### config.mk
export PLATFORM = sky130hd
export DESIGN_NAME = id_ex_stage
export DESIGN_NICKNAME = d
export VERILOG_FILES = /design/src/rtl/id_ex_stage.sv
export SDC_FILE = /design/constraint.sdc
export NUM_CORES = 1
export LEC_CHECK = 0
export BUFFER_PORTS_ARGS = -buffer_cell sky130_fd_sc_hd__buf_2
export CAP_MARGIN = 20
export CORE_AREA = 3 3 197 199
export DETAILED_ROUTE_END_ITERATION = 10
export DIE_AREA = 0 0 200 202
export GPL_TIMING_DRIVEN = 0
export RECOVER_POWER = 25
export REMOVE_ABC_BUFFERS = 1
export SLEW_MARGIN = 10
export SYNTH_ARGS = -nofsm -noshare
export SYNTH_HDL_FRONTEND = slang
export SYNTH_SLANG_ARGS = --single-unit
export TNS_END_PERCENT = 1
### constraint.sdc
create_clock -name clk -period 4.1 [get_ports clk]
set_input_delay 0 -clock clk [delete_from_list [all_inputs] [get_ports clk]]
set_output_delay 0 -clock clk [all_outputs]
set_load 0.01 [all_outputs]
### src/rtl/id_ex_stage.sv
// Decode-to-execute pipeline register with EX-stage forwarding and operand select.
// Drives the ALU operands, store data and branch/jump target for the EX slot.
module id_ex_stage #(
  parameter int XLEN = 32
) (
  input  logic            clk,
  input  logic            rst_n,
  input  logic            stall_E,
  input  logic            flush_E,
  input  logic [XLEN-1:0] RD1_D,
  input  logic [XLEN-1:0] RD2_D,
  input  logic [XLEN-1:0] ImmExt_D,
  input  logic [XLEN-1:0] PC_D,
  input  logic [XLEN-1:0] PCPlus4_D,
  input  logic [4:0]      Rs1_D,
  input  logic [4:0]      Rs2_D,
  input  logic [4:0]      Rd_D,
  input  logic            RegWrite_D,
  input  logic            MemWrite_D,
  input  logic            Jump_D,
  input  logic            Branch_D,
  input  logic            ALUSrc_D,
  input  logic [1:0]      ResultSrc_D,
  input  logic [2:0]      ALUControl_D,
  input  logic [1:0]      ForwardA_E,
  input  logic [1:0]      ForwardB_E,
  input  logic [XLEN-1:0] ALUResult_M,
  input  logic [XLEN-1:0] Result_W,
  output logic [XLEN-1:0] Src_A,
  output logic [XLEN-1:0] Src_B,
  output logic [2:0]      ALUControl_E,
  output logic [XLEN-1:0] WriteData_E,
  output logic [XLEN-1:0] PCTarget_E,
  output logic [XLEN-1:0] PC_E,
  output logic [XLEN-1:0] PCPlus4_E,
  output logic [XLEN-1:0] ImmExt_E,
  output logic [4:0]      Rs1_E,
  output logic [4:0]      Rs2_E,
  output logic [4:0]      Rd_E,
  output logic            RegWrite_E,
  output logic            MemWrite_E,
  output logic            Jump_E,
  output logic            Branch_E,
  output logic [1:0]      ResultSrc_E,
  output logic            valid_E
);

  typedef struct packed {
    logic [XLEN-1:0] rd1;
    logic [XLEN-1:0] rd2;
    logic [XLEN-1:0] imm;
    logic [XLEN-1:0] pc;
    logic [XLEN-1:0] pc_plus4;
    logic [4:0]      rs1;
    logic [4:0]      rs2;
    logic [4:0]      rd;
    logic            reg_write;
    logic            mem_write;
    logic            jump;
    logic            branch;
    logic            alu_src;
    logic [1:0]      result_src;
    logic [2:0]      alu_control;
    logic            valid;
  } ex_slot_t;

  ex_slot_t slot_d;
  ex_slot_t slot_q;
  logic [XLEN-1:0] fwd_a;
  logic [XLEN-1:0] fwd_b;

  always_comb begin
    slot_d             = '0;
    slot_d.rd1         = RD1_D;
    slot_d.rd2         = RD2_D;
    slot_d.imm         = ImmExt_D;
    slot_d.pc          = PC_D;
    slot_d.pc_plus4    = PCPlus4_D;
    slot_d.rs1         = Rs1_D;
    slot_d.rs2         = Rs2_D;
    slot_d.rd          = Rd_D;
    slot_d.reg_write   = RegWrite_D;
    slot_d.mem_write   = MemWrite_D;
    slot_d.jump        = Jump_D;
    slot_d.branch      = Branch_D;
    slot_d.alu_src     = ALUSrc_D;
    slot_d.result_src  = ResultSrc_D;
    slot_d.alu_control = ALUControl_D;
    slot_d.valid       = 1'b1;
  end

  // A bubble is simply the all-zero slot, so flush and reset share one value.
  always_ff @(posedge clk or negedge rst_n) begin
    if (!rst_n)
      slot_q <= '0;
    else if (flush_E)
      slot_q <= '0;
    else if (!stall_E)
      slot_q <= slot_d;
  end

  always_comb begin
    case (ForwardA_E)
      2'b01:   fwd_a = Result_W;
      2'b10:   fwd_a = ALUResult_M;
      default: fwd_a = slot_q.rd1;
    endcase
  end

  always_comb begin
    case (ForwardB_E)
      2'b01:   fwd_b = Result_W;
      2'b10:   fwd_b = ALUResult_M;
      default: fwd_b = slot_q.rd2;
    endcase
  end

  assign Src_A        = fwd_a;
  assign Src_B        = slot_q.alu_src ? slot_q.imm : fwd_b;
  assign WriteData_E  = fwd_b;
  assign PCTarget_E   = slot_q.pc + slot_q.imm;

  assign ALUControl_E = slot_q.alu_control;
  assign PC_E         = slot_q.pc;
  assign PCPlus4_E    = slot_q.pc_plus4;
  assign ImmExt_E     = slot_q.imm;
  assign Rs1_E        = slot_q.rs1;
  assign Rs2_E        = slot_q.rs2;
  assign Rd_E         = slot_q.rd;
  assign RegWrite_E   = slot_q.reg_write;
  assign MemWrite_E   = slot_q.mem_write;
  assign Jump_E       = slot_q.jump;
  assign Branch_E     = slot_q.branch;
  assign ResultSrc_E  = slot_q.result_src;
  assign valid_E      = slot_q.valid;

endmodule

==> results of run 1 <==
==> logic make-up after synthesis <==
group                      after synthesis
buffers and inverters                  206
muxes                                  217
AOI/OAI and AO/OA                      220
DFF                                    186
xor gates and xnor gates                28
adders and majority gates               36
and+or+nand+nor                        313
==> state kept, by name, summed over array words and instances, names as in the netlist <==
signal / cells
ImmExt_E: 32
MemWrite_E: 1
Rd_E: 5
Rs1_E: 5
valid_E: 1
PCPlus4_E: 32
Branch_E: 1
RegWrite_E: 1
ALUControl_E: 3
slot_q: 65
PC_E: 32
Jump_E: 1
ResultSrc_E: 2
Rs2_E: 5
==> power by group <==
part	internal, mW	total [mW]	switching [mW]
Sequential	1.94	2.04	0.104
Combinational	0.652	1.36	0.713
Clock	0.910	1.72	0.806
Total	3.50	5.12	1.62
==> worst paths after layout <==
check	end	slack (ns)	startpoint
max	PCTarget_E[31]	0.85	ImmExt_E[2]
min	ImmExt_E[6]	0.03	flush_E
max reg2reg	ImmExt_E[0]	2.64	ImmExt_E[0]
min reg2reg	valid_E	0.52	valid_E
max in group asynchronous	slot_q[6]	1.83	rst_n
min in group asynchronous	PC_E[0]	0.79	rst_n
==> per-layer routing <==
metal | GRT usage | vias up | wire, um
met5 | 0 | - | 0
met4 | 0.0758 | 0 | 1290
met3 | 0.0437 | 78 | 2520
met2 | 0.355 | 439 | 22100
met1 | 0.267 | 5614 | 17900
li1 | - | 5234 | -
==> timing repair <==
| action | CTS | global route |
|---|---|---|
| endpoints found under the hold margin | 268 | 0 |
| endpoints found under the setup margin | 0 | 0 |
| resized for setup | 0 | 0 |
| hold buffers | 242 | 0 |
==> critical path: stages (launching register included) <==
cell	delay [ns]
dfrtp_1	0.52
ha_1	0.43
o211ai_1	0.27
o211ai_2	0.18
a41oi_4	0.37
o21ai_2	0.14
a311oi_4	0.42
o21ai_2	0.14
xnor2_1	0.18
buf_2	0.15
==> placed cells by master, fill, tap and decap left out, types with 3 or more instances in the layout <==
master	instances
buf_2	502
dlygate4sd3_1	242
nor2_1	197
dfrtp_1	185
mux2i_1	185
nand2_1	87
o21ai_0	80
a22oi_1	64
a21oi_1	32
mux2_2	32
ha_1	31
clkbuf_16	17
xnor2_1	16
inv_1	12
xor2_1	12
nand3_1	10
nand4_1	6
a21o_1	5
o21a_1	5
inv_6	5
a211oi_1	4
o31ai_1	4
ha_2	4
diode_2	3
o21ai_2	3
a21oi_2	3
and3_1	3
clkbuf_8	3
clkinv_4	3
clkbuf_2	3
buf_12	3
==> synth_stat cells (3+ instances only) <==
cell | count | area (sq um)
buf_4 | 116 | 871
mux2_2 | 32 | 360
o21ai_2 | 3 | 26.3
clkbuf_1 | 61 | 229
a211oi_1 | 4 | 30.0
nand4_1 | 6 | 37.5
a22oi_1 | 64 | 480
o31ai_1 | 4 | 30.0
a21oi_1 | 32 | 160
dfrtp_1 | 186 | 4650
a21oi_2 | 3 | 26.3
nand2_1 | 87 | 327
ha_1 | 35 | 438
nor2_1 | 197 | 739
o21a_1 | 5 | 37.5
a21o_1 | 5 | 37.5
and3_1 | 3 | 18.8
o21ai_0 | 80 | 400
buf_1 | 15 | 56.3
xnor2_1 | 16 | 140
xor2_1 | 12 | 105
mux2i_1 | 185 | 1850
inv_1 | 12 | 45.0
nand3_1 | 10 | 50.1
==> layout make-up <==
cell class / instances / area [sq um]
fillers: 3606 / 20700
multi-input cells: 814 / 5630
repair buffers: 754 / 5090
flip-flops and latches: 186 / 4660
well taps: 511 / 639
clock buffers: 21 / 470
clock inverters: 11 / 123
inverters: 12 / 45.0
diodes: 3 / 7.51
==> per-stage QoR <==
stage | setup TNS [ns] | hold slack (ns) | cells
6_report | 0 | 0.0313 | 2312
5_1_grt | 0 | 0.0256 | 2311
4_1_cts | 0 | 0.00155 | 2309
3_5_place_dp | 0 | 0.0619 | 2035
3_3_place_gp | -181.76 | 0.238 | 2028
2_1_floorplan | 0 | -0.296 | 1012
==> metrics, run 1 <==
outcome=finished with violations; failing checks=max-capacitance violations, max-slew violations; simple-gate share of the synthesized area=0.108; die width=about 200 um; Max-slew headroom=-0.679; I/O pin count=506; first-pass GRT wire length=around 66 mm; die outline area=0.0404 sq mm; P_leak=8.84 nW; clock slew at reported path FFs=0.08 ns; Post-DRT Antenna Nets=0; Cells after Synth=approximately 1200; drt first pass iters=5; Final min period=around 3.2 ns; layout cell share with drive strength beyond 1=0.331; synth unique cells=51; CP arrival=3.25 ns; post-route setup slack=between 0.8 and 0.9 ns; RSZ-0062 raised after global routing=no; Via-to-Cell Ratio=about 4.9; worst-skew pair later-pin latency=0.44 ns; routed vias=between 10000 and 15000; Post-synth EDFFs=0; Finished Cell Area=0.0167 sq mm; Synth Area in XOR/XNOR=0.0213; hold violation total from the final report=0; Initial Util=0.307; Std-Cell Rows=roughly 70; R2R cell count=3; H-tree depth=4; DP Area=0.0137 sq mm; Synth Area in Compound Gates=0.127; Avg WL per Cell=19.0 um; pin count of the biggest net entering global routing=110; GR Util All Layers=0.211; Util after Layout=0.446; Routability Congestion=between 0.9 and 1; CTS buffer count=17; crit-path max FO=5; CP Class=flip-flop to output port; dpl hpwl=31.2 mm; Clock Path Buffers=2; pwr/cell area=about 310 mW/mm^2; DRT Wirelength=~44 mm; ys flop type=dfrtp_1; CTS tree=yes; Synth Warn #=0; sequential share of the synthesized area=0.405; Setup Viol. Count Final=0; DIE HEIGHT=around 200 um; Syn-to-layout area delta=45.1%; Critical Path RT=approximately 4.1 ns; worst hold stages=2; Peak VDD IR=0.272 mV; core footprint=0.0374 sq mm; Async SR Flop Fraction=1.00; CP endpoint kind=output port; Slew @ Worst Pin=roughly 2.5 ns; Max Cap Violations=3; Avg Cell Area, Syn=9.53 sq um; # DRC=0; final total power=about 5 mW; clock sink count=between 150 and 200; Min-Delay Path Class=input pin to flip-flop; antenna violations before repair=5; Final Slew Violations=230; fin crit share=0.792; Iteration-0 DRC Markers=between 700 and 800; largest family of logic cells by synthesized area=multiplexers; dpl ws=about 1.4 ns; setup bufs post-CTS=0; vias in the first global route=around 12000; post-synthesis adder-cell area fraction=0.0399; fmax=308 MHz; Synth Cell Area=between 0.01 and 0.015 sq mm; Nets=a little over 2000; clock root buffer=clkbuf_16; clk_skew=0 ns; aggregate global routing overflow=0; Port Buffers=slightly above 500; mux share of post-synthesis cell area=0.193; #FFs+latches synth=186; Setup crit start kind=flip-flop
(Power assumes the default switching activity.)
==> run 2: changes to the inputs <==
clock period = 3.25 ns   (was 4.1 ns; I/O delays follow)
==> metrics, run 2 (synthesized netlist as in run 1, its figures left out) <==
Max-slew headroom=-0.666 (+0.0128); drt first pass iters=6 (+1); Layout Cells excl Fill=2313 (+0.043%); Initial Util=0.307 (unchanged); leading cell type in the layout, fill and taps excluded=buf_2; fill cell total of the finished layout=3599 (-0.19%); R2R cell count=3 (unchanged); Routability Congestion=0.936 (unchanged); pwr/cell area=387 mW/mm^2 (+26%); Worst R2R Setup Slack=1.82 ns (-0.82 ns); placed insts=2035 (unchanged); worst hold stages=2 (unchanged); Setup crit start kind=flip-flop; layout cell share with drive strength beyond 1=0.336 (+0.00426); CTS buffer count=17 (unchanged); register share of total power=0.398 (about the same); fin crit share=0.959; clock sink count=186 (unchanged); Util after Layout=0.447 (+0.00100); Post-DRT Antenna Nets=0 (unchanged); clock slew at reported path FFs=0.08 ns (about the same); max FFs per register=65 (unchanged); clk_skew=0 ns (unchanged); # DRC=0 (unchanged); DIE HEIGHT=202 um (unchanged); fmax=321 MHz; core footprint=0.0374 sq mm (unchanged); Avg WL per Cell=18.9 um (about the same); aggregate global routing overflow=0 (unchanged); die width=200 um (unchanged); Crit Reg-Reg Startpoint=ImmExt_E[15]; worst-skew pair later-pin latency=0.44 ns (about the same); dpl hpwl=31.2 mm (unchanged); first-pass GRT wire length=66.2 mm (unchanged); pin count of the biggest net entering global routing=110 (unchanged); GR Util All Layers=0.211 (unchanged); Min-Delay Path Class=input pin to flip-flop; worst hold margin=0.0358 ns (+0.00449 ns); min-delay src=flush_E; largest register by flop count=slot_q; Reg2Reg Capture Point=ImmExt_E[15]; Setup Viol. Count Final=0 (unchanged); P_int=4.42 mW (+26%); Net Sw Frac=0.317 (about the same); CP endpoint kind=output port; Switch Pwr=2.05 mW (+26%); H-tree depth=4 (unchanged); Critical Path RT=3.25 ns (-0.85 ns); Slew @ Worst Pin=2.50 ns (-0.0192 ns); hold violation total from the final report=0 (unchanged); CP arrival=3.12 ns (-0.13 ns); antenna violations before repair=5 (unchanged); Peak VDD IR=0.343 mV (+26%); Max Cap Violations=3 (unchanged); routed vias=11407 (+0.37%); DRT Wirelength=43.8 mm (about the same); Final min period=roughly 3.1 ns; P_leak=8.85 nW (about the same); outcome=finished with violations; most frequent cells in the layout=buf_2 (502), dlygate4sd3_1 (242), nor2_1 (197), mux2i_1 (185), dfrtp_1 (183); combinational share of power=0.267 (about the same); clock root buffer=clkbuf_16; CTS tree=yes; Clock Path Buffers=2 (unchanged); Std-Cell Rows=71 (unchanged); Nets=2079 (+0.048%); die outline area=0.0404 sq mm (unchanged); crit-path max FO=4 (-1); part of the power in the clock network=0.335 (about the same); I/O pin count=506 (unchanged); Final Slew Violations=230 (unchanged); Syn-to-layout area delta=45.4%; Hold EP=ImmExt_E[6]; failing checks=max-capacitance violations, max-slew violations; CP Class=flip-flop to output port; Port Buffers=505 (unchanged); Via-to-Cell Ratio=4.93 (+0.33%); Iteration-0 DRC Markers=728 (-8.9%); vias in the first global route=11924 (-0.017%)
==> run 2: per-stage QoR <==
stage / TNS, ns / instance area, sq um / total power, mW / setup slack (ns)
4_1_cts: 0 / 16700 / 6.49 / 0.0216
2_1_floorplan: 0 / 10300 / 3.26 / 0.943
3_5_place_dp: 0 / 13700 / 4.07 / 0.516
3_3_place_gp: -497.96 / 13500 / 4.08 / -1.61
6_report: 0 / 16700 / 6.46 / 0.134
5_1_grt: -0.00228 / 16700 / 6.77 / -0.00228
==> run 2: power groups by stage <==
stage / Sequential (mW) / Clock (mW) / Combinational [mW]
5_1_grt: 2.59 / 2.32 / 1.86
3_5_place_dp: 2.61 / 0 / 1.45
6_report: 2.57 / 2.16 / 1.72
3_3_place_gp: 2.62 / 0 / 1.46
2_1_floorplan: 2.61 / 0 / 0.649
4_1_cts: 2.57 / 2.22 / 1.70
==> run 2: worst max-delay path: stages (launching register included) <==
cell and delay [ns]:
dfrtp_2 0.47, ha_1 0.26, fa_1 0.45, a21oi_2 0.18
o211ai_1 0.21, nand2_1 0.17, o221a_2 0.29, o21ai_4 0.10
a21boi_1 0.17, a2bb2oi_1 0.20, buf_2 0.17
==> run 2: how the worst max path moves through the flow <==
stage	from	to	slack, ns	depth (start not counted)
detailed placement	ImmExt_E[2]	PCTarget_E[31]	0.52	9
global route	ImmExt_E[0]	PCTarget_E[28]	-0.002	10
floorplan	PC_E[5]	PCTarget_E[31]	0.94	8
global placement	stall_E	slot_q[178]	-1.61	3
finish	ImmExt_E[0]	PCTarget_E[30]	0.13	10
CTS	ImmExt_E[2]	PCTarget_E[31]	0.02	9
==> run 2: metal layers <==
layer	global-route usage	wire (um)
met5	0	0
met4	0.0758	1300
met3	0.0437	2580
met2	0.355	22100
met1	0.267	17800
==> run 2: repair_timing <==
item / in CTS / in global routing
hold buffers: 242 / 0
pin swaps: 2 / 3
setup endpoints to repair: 1 / 6
gates cloned: 0 / 0
hold endpoints to repair: 268 / 0
gates resized for setup: 0 / 8
buffers inserted: 0 / 1
==> run 2: layout make-up <==
| cell class | count | area, sq um | area share |
|---|---|---|---|
| Multi-Input combinational cell | 814 | 5660 | 0.339 |
| Timing Repair Buffer | 755 | 5100 | 0.305 |
| Sequential cell | 186 | 4660 | 0.279 |
| Tap cell | 511 | 639 | 0.0383 |
| Clock buffer | 21 | 470 | 0.0282 |
| Clock inverter | 11 | 123 | 0.00734 |
| Inverter | 12 | 45.0 | 0.00270 |
| Antenna cell | 3 | 7.51 | 0.000449 |
